===== config.mk =====
export PLATFORM = sky130hd
export DESIGN_NAME = decoder_layer_serial
export DESIGN_NICKNAME = d
export VERILOG_FILES = /design/src/rtl/decoder_layer_serial.sv
export SDC_FILE = /design/constraint.sdc
export NUM_CORES = 1
export LEC_CHECK = 0
export CAP_MARGIN = 20
export CORE_UTILIZATION = 57
export CTS_CLUSTER_SIZE = 28
export DETAILED_ROUTE_END_ITERATION = 8
export GPL_ROUTABILITY_DRIVEN = 0
export PLACE_DENSITY = 0.89
export SETUP_SLACK_MARGIN = 0.02
export SLEW_MARGIN = 20
export SYNTH_ARGS = -nofsm -noshare
export SYNTH_HDL_FRONTEND = slang
export SYNTH_SLANG_ARGS = --single-unit

===== constraint.sdc =====
create_clock -name clk -period 11.5 [get_ports clk]
set_clock_uncertainty 0.15 [all_clocks]
set_input_delay 3.45 -clock clk [delete_from_list [all_inputs] [get_ports clk]]
set_output_delay 3.45 -clock clk [all_outputs]
set_load 0.05 [all_outputs]

===== src/rtl/decoder_layer_serial.sv =====
// Serial fully-connected decoder layer: one weight word per cycle, one MAC, per-node requantize.
// Optional DECODER_RELU_EN selects ReLU activation; otherwise linear with signed saturation.
module decoder_layer_serial #(
  parameter int IN_NUM          = 16,
  parameter int NODE_NUM        = 32,
  parameter int IN_WIDTH        = 8,
  parameter int IN_FRACTION     = 5,
  parameter int W_WIDTH         = 8,
  parameter int W_FRACTION      = 6,
  parameter int OUTPUT_WIDTH    = 8,
  parameter int OUTPUT_FRACTION = 6
) (
  input  logic                                       clk,
  input  logic                                       rst_n,
  input  logic                                       valid,
  input  logic [IN_WIDTH*IN_NUM-1:0]                 x,
  output logic                                       w_rd,
  output logic [$clog2(NODE_NUM*(IN_NUM+1))-1:0]     w_addr,
  input  logic signed [W_WIDTH-1:0]                  w_data,
  output logic [OUTPUT_WIDTH*NODE_NUM-1:0]           out,
  output logic                                       out_ready,
  output logic                                       busy
);
  localparam int WORDS = NODE_NUM*(IN_NUM+1);
  localparam int AW    = $clog2(WORDS);
  localparam int KW    = $clog2(IN_NUM+1);
  localparam int NW    = $clog2(NODE_NUM+1);
  localparam int PW    = IN_WIDTH+W_WIDTH;
  localparam int ACC_W = IN_WIDTH+W_WIDTH+$clog2(IN_NUM+1);
  localparam int SH    = IN_FRACTION+W_FRACTION-OUTPUT_FRACTION;
  localparam logic [AW-1:0] A_LAST = AW'(WORDS-1);
  localparam logic [KW-1:0] K_LAST = KW'(IN_NUM);
  localparam logic [NW-1:0] N_LAST = NW'(NODE_NUM-1);
  localparam logic signed [ACC_W-1:0] OMAX = ACC_W'((1 << (OUTPUT_WIDTH-1)) - 1);
  localparam logic signed [ACC_W-1:0] OMIN = ACC_W'(-(1 << (OUTPUT_WIDTH-1)));

  typedef enum logic [1:0] {S_IDLE, S_MAC, S_DONE} state_t;

  state_t                           state_q;
  logic [IN_WIDTH*IN_NUM-1:0]       x_q;
  logic                             rd_q, dv_q, fin_q, rdy_q, busy_q;
  logic [AW-1:0]                    addr_q;
  logic [KW-1:0]                    k_q;
  logic [NW-1:0]                    n_q;
  logic signed [ACC_W-1:0]          acc_q;
  logic [OUTPUT_WIDTH*NODE_NUM-1:0] out_q;

  logic signed [IN_WIDTH-1:0]     x_el;
  logic signed [PW-1:0]           prod;
  logic signed [ACC_W-1:0]        prod_x, bias_x, sum_d, sh_d;
  logic [OUTPUT_WIDTH-1:0]        res_d;

  // sum_d/res_d are only consumed on the bias word, where w_data is the bias
  always_comb begin
    x_el   = x_q[k_q*IN_WIDTH +: IN_WIDTH];
    prod   = x_el * w_data;
    prod_x = {{(ACC_W-PW){prod[PW-1]}}, prod};
    bias_x = {{(ACC_W-W_WIDTH){w_data[W_WIDTH-1]}}, w_data} <<< IN_FRACTION;
    sum_d  = acc_q + bias_x;
    sh_d   = sum_d >>> SH;
    res_d  = sh_d[OUTPUT_WIDTH-1:0];
`ifdef DECODER_RELU_EN
    if (sh_d[ACC_W-1])   res_d = '0;
    else if (sh_d > OMAX) res_d = OMAX[OUTPUT_WIDTH-1:0];
`else
    if (sh_d > OMAX)      res_d = OMAX[OUTPUT_WIDTH-1:0];
    else if (sh_d < OMIN) res_d = OMIN[OUTPUT_WIDTH-1:0];
`endif
  end

  always_ff @(posedge clk) begin
    if (!rst_n) begin
      state_q <= S_IDLE;
      x_q     <= '0;
      rd_q    <= 1'b0;
      dv_q    <= 1'b0;
      fin_q   <= 1'b0;
      rdy_q   <= 1'b0;
      busy_q  <= 1'b0;
      addr_q  <= '0;
      k_q     <= '0;
      n_q     <= '0;
      acc_q   <= '0;
      out_q   <= '0;
    end else begin
      case (state_q)
        S_IDLE, S_DONE: begin
          if (valid) begin
            x_q     <= x;
            rdy_q   <= 1'b0;
            busy_q  <= 1'b1;
            rd_q    <= 1'b1;
            addr_q  <= '0;
            dv_q    <= 1'b0;
            fin_q   <= 1'b0;
            k_q     <= '0;
            n_q     <= '0;
            acc_q   <= '0;
            state_q <= S_MAC;
          end
        end
        S_MAC: begin
          // dv_q marks the cycle the word requested last cycle is on w_data
          dv_q <= rd_q;
          if (rd_q) begin
            if (addr_q == A_LAST) rd_q <= 1'b0;
            else                  addr_q <= addr_q + 1'b1;
          end
          if (dv_q) begin
            if (k_q == K_LAST) begin
              out_q[n_q*OUTPUT_WIDTH +: OUTPUT_WIDTH] <= res_d;
              acc_q <= '0;
              k_q   <= '0;
              n_q   <= n_q + 1'b1;
              fin_q <= (n_q == N_LAST);
            end else begin
              acc_q <= acc_q + prod_x;
              k_q   <= k_q + 1'b1;
            end
          end
          if (fin_q) begin
            state_q <= S_DONE;
            rdy_q   <= 1'b1;
            busy_q  <= 1'b0;
            fin_q   <= 1'b0;
          end
        end
        default: state_q <= S_IDLE;
      endcase
    end
  end

  assign w_rd      = rd_q;
  assign w_addr    = addr_q;
  assign out       = out_q;
  assign out_ready = rdy_q;
  assign busy      = busy_q;
endmodule

# [After elaboration in Yosys (flattened, before gate mapping)]
# Index checks and enable logic that the tools add are counted.
[totals] in_bits=139 out_inout_bits=269 regBits=433 elab_cells=82
[op_classes] n_mul=1 reduce_logical=11 n_addsub=6 mux=36 shifts=3 magnitude_cmp=2 n_eq_ne=11
[ops] cell="$bwmux 256" n=1
[ops] cell="$shift 8x34->256 const A" n=1
[ops] cell="$shiftx 8x34->256" n=1
[ops] cell="$shiftx 128x9->8" n=1
[ops] cell="$mux 21" n=3
[ops] cell="$pmux 21 s2" n=1
[ops] cell="$neg 9->34" n=1
[ops] cell="$mux 10" n=3
[ops] cell="$add 21x13->21" n=1
[ops] cell="$add 21x16->21" n=1
[ops] cell="$pmux 10 s2" n=1
[ops] cell="$mux 6" n=3
[ops] cell="$gt 16x8->1 const B" n=1
[ops] cell="$lt 16x8->1 const B" n=1
[ops] cell="$mul 8x8->16" n=1
[ops] cell="$mux 8" n=2
[ops] cell="$mux 5" n=3
[ops] cell="$ne 2x2->1 const B" n=6
[ops] cell="$pmux 6 s2" n=1
[ops] cell="$add 10x1->10 const B" n=1
[ops] cell="$eq 10x10->1 const B" n=1
[ops] cell="$pmux 1 s2" n=5
[ops] cell="$pmux 5 s2" n=1
[ops] cell="$mux 1" n=9
[ops] cell="14 further kinds" n=20

# [Depth between registers and ports, before layout]
[logic_depth] word_depth=6 depth_mapped=25 mapped_depth_nobuf=23

# [Worst setup path before layout]
# OpenSTA, ideal clock, no wires.
[synth_timing] kind="input port to flip-flop" start="input w_data[0]" end="register acc_q[19]" setup_ns=0.129 setup_slack_ns=3.174 path_buffers=0 required_time_ns=11.221 t_arrival_ns=8.047 cell_stages=17 path_cell_list="and2_1 inv_1 fa_1 inv_1 fa_1 fa_1 fa_1 fa_1 ha_1 o21ai_0 o21a_1 o21ai_0 a31oi_1 o21ai_0 a31oi_1 nand4_1 o211ai_1"
[synth_between] elab_chain_cells=5
[synth_rtl] element="from (decl)" line="19" rtl="input logic signed [W_WIDTH-1:0] w_data,"
[synth_rtl] element="$mul 8x8->16" line="56" rtl="prod = x_el * w_data;"
[synth_rtl] element="$add 21x16->21" line="117" rtl="acc_q <= acc_q + prod_x;"
[synth_rtl] element="$mux 21" line="110" rtl="if (k_q == K_LAST) begin"
[synth_rtl] element="$mux 21" line="109" rtl="if (dv_q) begin"
[synth_rtl] element="$pmux 21 s2" line="86" rtl="case (state_q)"
[synth_rtl] element="to (signal assigned)" line="117"
[synth_rtl] element="to (decl)" line="45" rtl="logic signed [ACC_W-1:0] acc_q;"
# Every way passes these cells. The select of a mux whose other input is x is not followed.
# A chain may end at the register's enable or synchronous reset.

# [Final worst setup path]
# Ends and elaborated chain as after synthesis.

==> flow_summary.rst <==
.. list-table::
   :header-rows: 1

   * - Metric
     - Value
   * - Final count of negative-setup-slack endpoints
     - 0
   * - Clock transition time at the flip-flop clock pins of the worst setup and hold paths
     - 0.06 ns
   * - Kind of end point of the critical path
     - flop
   * - Largest net degree at the start of global routing
     - between 100 and 150
   * - Number of antenna violations at the first check in global routing
     - 0
   * - NumNets Final
     - 2925
   * - Number of library cell types mapped by synthesis
     - 66
   * - Total congestion overflow after global routing
     - 0
   * - Data required time of the worst path
     - 11.76 ns
   * - Warning count from the yosys run
     - 0
   * - Ys flop type
     - dfxtp_1
   * - Sequential share of the synthesized area
     - 40.69%
   * - Leakage power of the design
     - 10.18 nW
   * - Number of buffers added to fix hold violations after cts
     - 0
   * - Detailed router's first-iteration violation count
     - around 1200
   * - Average footprint of a synthesized cell
     - 9.250 um^2
   * - Post-synth EDFFs
     - 0
   * - Count leader, synth
     - dfxtp_1
   * - Placed cell area
     - 25380 um^2
   * - Setup Buffers After CTS
     - 0
   * - Final count of pins violating max slew
     - 0
   * - Clock latency of the later-clocked register in the worst-skew pair
     - around 0.55 ns
   * - Post-route insts no fill
     - 3127
   * - Max H-tree Level
     - 2
   * - Clock tree from TritonCTS
     - done
   * - Final hold violation count
     - 0
   * - Unrepaired setup endpoints after global routing
     - false
   * - Leading cell types by count after synthesis
     - dfxtp_1, nand2_1, nand3_1
   * - Worst reg2reg path startpoint
     - k_q[0]
   * - Min-Delay Path Class
     - flop to flop
   * - Post-synth design cell area
     - between 20000 and 25000 um^2
   * - Slew at the pin closest to its max-slew limit
     - roughly 1.1 ns
   * - Rel. slew slack
     - 27.30%
   * - Post-route minimum period
     - roughly 9.3 ns
   * - Cts bufs inserted
     - 44
   * - Floorplan die height
     - 195.3 um
   * - Drt first pass iters
     - 6
   * - Fraction of layout cells with a size suffix above 1
     - 7.597%
   * - Number of routed nets with antenna violations
     - 0
   * - Starting Density
     - 58.05%
   * - Most area-consuming cells after synthesis
     - dfxtp_1, fa_1, nand2_1
   * - Share of async-settable or async-resettable flops after synthesis
     - 0%
   * - Critical path endpoint
     - acc_q[19]
   * - R2R depth
     - 21
   * - Setup Total Neg Slack
     - 0 ns
   * - Worst EP arrival
     - 9.53 ns
   * - Max capacitance violation total
     - 0
   * - Width of the die
     - 195.3 um
   * - Setup WS pre-CTS
     - 1.807 ns
   * - Run status
     - finished, final reports clean
   * - Vias in the first global route
     - 18376
   * - Worst ir drop on vdd
     - 125.4 uV
   * - Row Count
     - 70
   * - IO Port Bufs
     - 407
   * - Via Count
     - 18468
   * - Quantity of gates resized following cts
     - 0
   * - Critical path origin
     - w_data[0]
   * - ANT cells
     - 0
   * - Critical path class
     - input pin to flop
   * - CP startpoint kind
     - input pin
   * - Fraction of the cycle the final worst path needs
     - 80.57%
   * - Longest Clk Path Bufs
     - 3
   * - Ratio of total power to cell area
     - 144.7 nW/um^2
   * - Placed cells
     - 3043
   * - Area growth from synthesis to layout
     - 26.37%
   * - Total DRC errors in the routed layout
     - 0
   * - Final instance area
     - 26920 um^2
   * - Syn_nets
     - roughly 2600
   * - Root buffer cell
     - clkbuf_16
   * - Area share of the largest cell type after synthesis
     - 40.69%
   * - Post-synth top area cell
     - dfxtp_1
   * - Top-level I/O count
     - 408
   * - Synth Register Bits
     - 433
   * - Drt via density
     - approximately 6
   * - Global-route wire length before repair
     - roughly 98 mm
   * - Maximum fanout count along the critical path
     - 14
   * - Worst r2r dst
     - acc_q[19]
   * - Die area
     - 38150 um^2
   * - Worst setup slack for register-to-register paths
     - about 3.6 ns
   * - Core region area
     - 36700 um^2
   * - HPWL after DPL
     - 44.03 mm
   * - Final worst slack
     - 2.235 ns
   * - Post-detailed-routing wire length
     - ~62 mm
   * - Average wire length per cell after detail routing
     - 19.92 um
   * - Total routing resource utilization after global routing
     - 32.26%
   * - Achievable frequency
     - between 100 and 150 MHz
   * - TritonCTS Sinks
     - 433
   * - Filler cells
     - 2542
   * - Syn Inst Count
     - approximately 2300
==> layout make-up <==
class	instances	area, um^2	area share, %
well taps	468	585.6	2.175
flip-flops and latches	433	8670	32.21
repair buffers	421	4252	15.79
inverters	107	401.6	1.492
multi-input cells	1617	11590	43.05
clock inverters	14	143.9	0.5345
clock buffers	67	1277	4.746
==> worst max-delay path, stage by stage <==
cell and delay, ns:
clkdlybuf4s50_1 0.66, and2_1 0.72, inv_1 0.15, fa_1 0.54, inv_1 0.05, fa_1 0.52, fa_1 0.44, fa_1 0.59
fa_1 0.43, ha_1 0.36, o21ai_0 0.14, o21a_1 0.21, o21ai_0 0.32, a31oi_1 0.23, o21ai_0 0.37, a31oi_1 0.16
nand4_1 0.11, o211ai_1 0.10
==> logic make-up (layout without fill, tap and decap cells) <==
group,Yosys count,count (layout),share of synthesized area [%]
compound gates,505,505,16.05
xor+xnor,46,46,1.891
fa+ha+maj,162,162,12.79
buf+inv,253,609,5.128
flops,433,433,40.69
mux,57,57,5.028
simple gates,847,847,18.41
==> state kept, by name, summed over array words and instances (netlist names) <==
name / count
w_addr: 10
n_q: 6
acc_q: 21
out: 256
x_q: 128
fin_q: 1
w_rd: 1
out_ready: 1
k_q: 5
busy: 1
dv_q: 1
state_q: 2
==> layer usage <==
metal	routed length (um)	track usage (%)	up-vias	part of all wire (%)
met5	0	0	-	0
li1	-	-	8535	-
met2	30150	55.07	790	48
met4	3344	15.69	0	5.4
met3	4125	5.009	207	6.6
met1	24650	39.87	8936	40
==> report_power, final <==
| group | internal (mW) | switching (mW) | leakage (nW) |
|---|---|---|---|
| clock | 0.797 | 0.601 | 0.691 |
| combinational | 0.370 | 0.567 | 5.98 |
| sequential | 1.54 | 0.0260 | 3.51 |
==> worst min path at each step <==
stage	depth (start not counted)	end	start
finish	2	out[210]	out[210]
global route	2	out[74]	out[74]
CTS	2	out[211]	out[211]
detailed placement	2	out[132]	out[132]
global placement	2	out[4]	out[4]
floorplan	2	x_q[117]	x_q[117]
==> layout by cell type, fill, tap and decap left out, types with 10 or more instances in the layout <==
master	n
nor3_1	17
clkbuf_1	14
o21ai_0	118
and2_1	46
ha_1	69
nand3_1	231
nor2b_1	51
clkdlybuf4s50_1	406
a21boi_0	147
mux4_2	40
xnor2_1	28
o21ai_2	50
a22oi_1	15
xor2_1	18
clkbuf_16	44
nand2_1	389
o21ai_1	81
mux2i_1	17
dfxtp_1	432
a21oi_1	23
fa_1	93
o211ai_1	10
nor2_1	55
nand4_1	10
inv_1	106
==> stage by stage <==
step	total power [mW]	util [%]	hold slack, ns
after CTS	3.880	73.03	0.3121
after global routing	4.074	73.35	0.3259
after global placement	2.442	69.15	0.2926
final	3.896	73.35	0.3074
after floorplan	2.256	-	0.2902
after detailed placement	2.490	69.15	0.3003
Power figures use the tool's default switching activity.
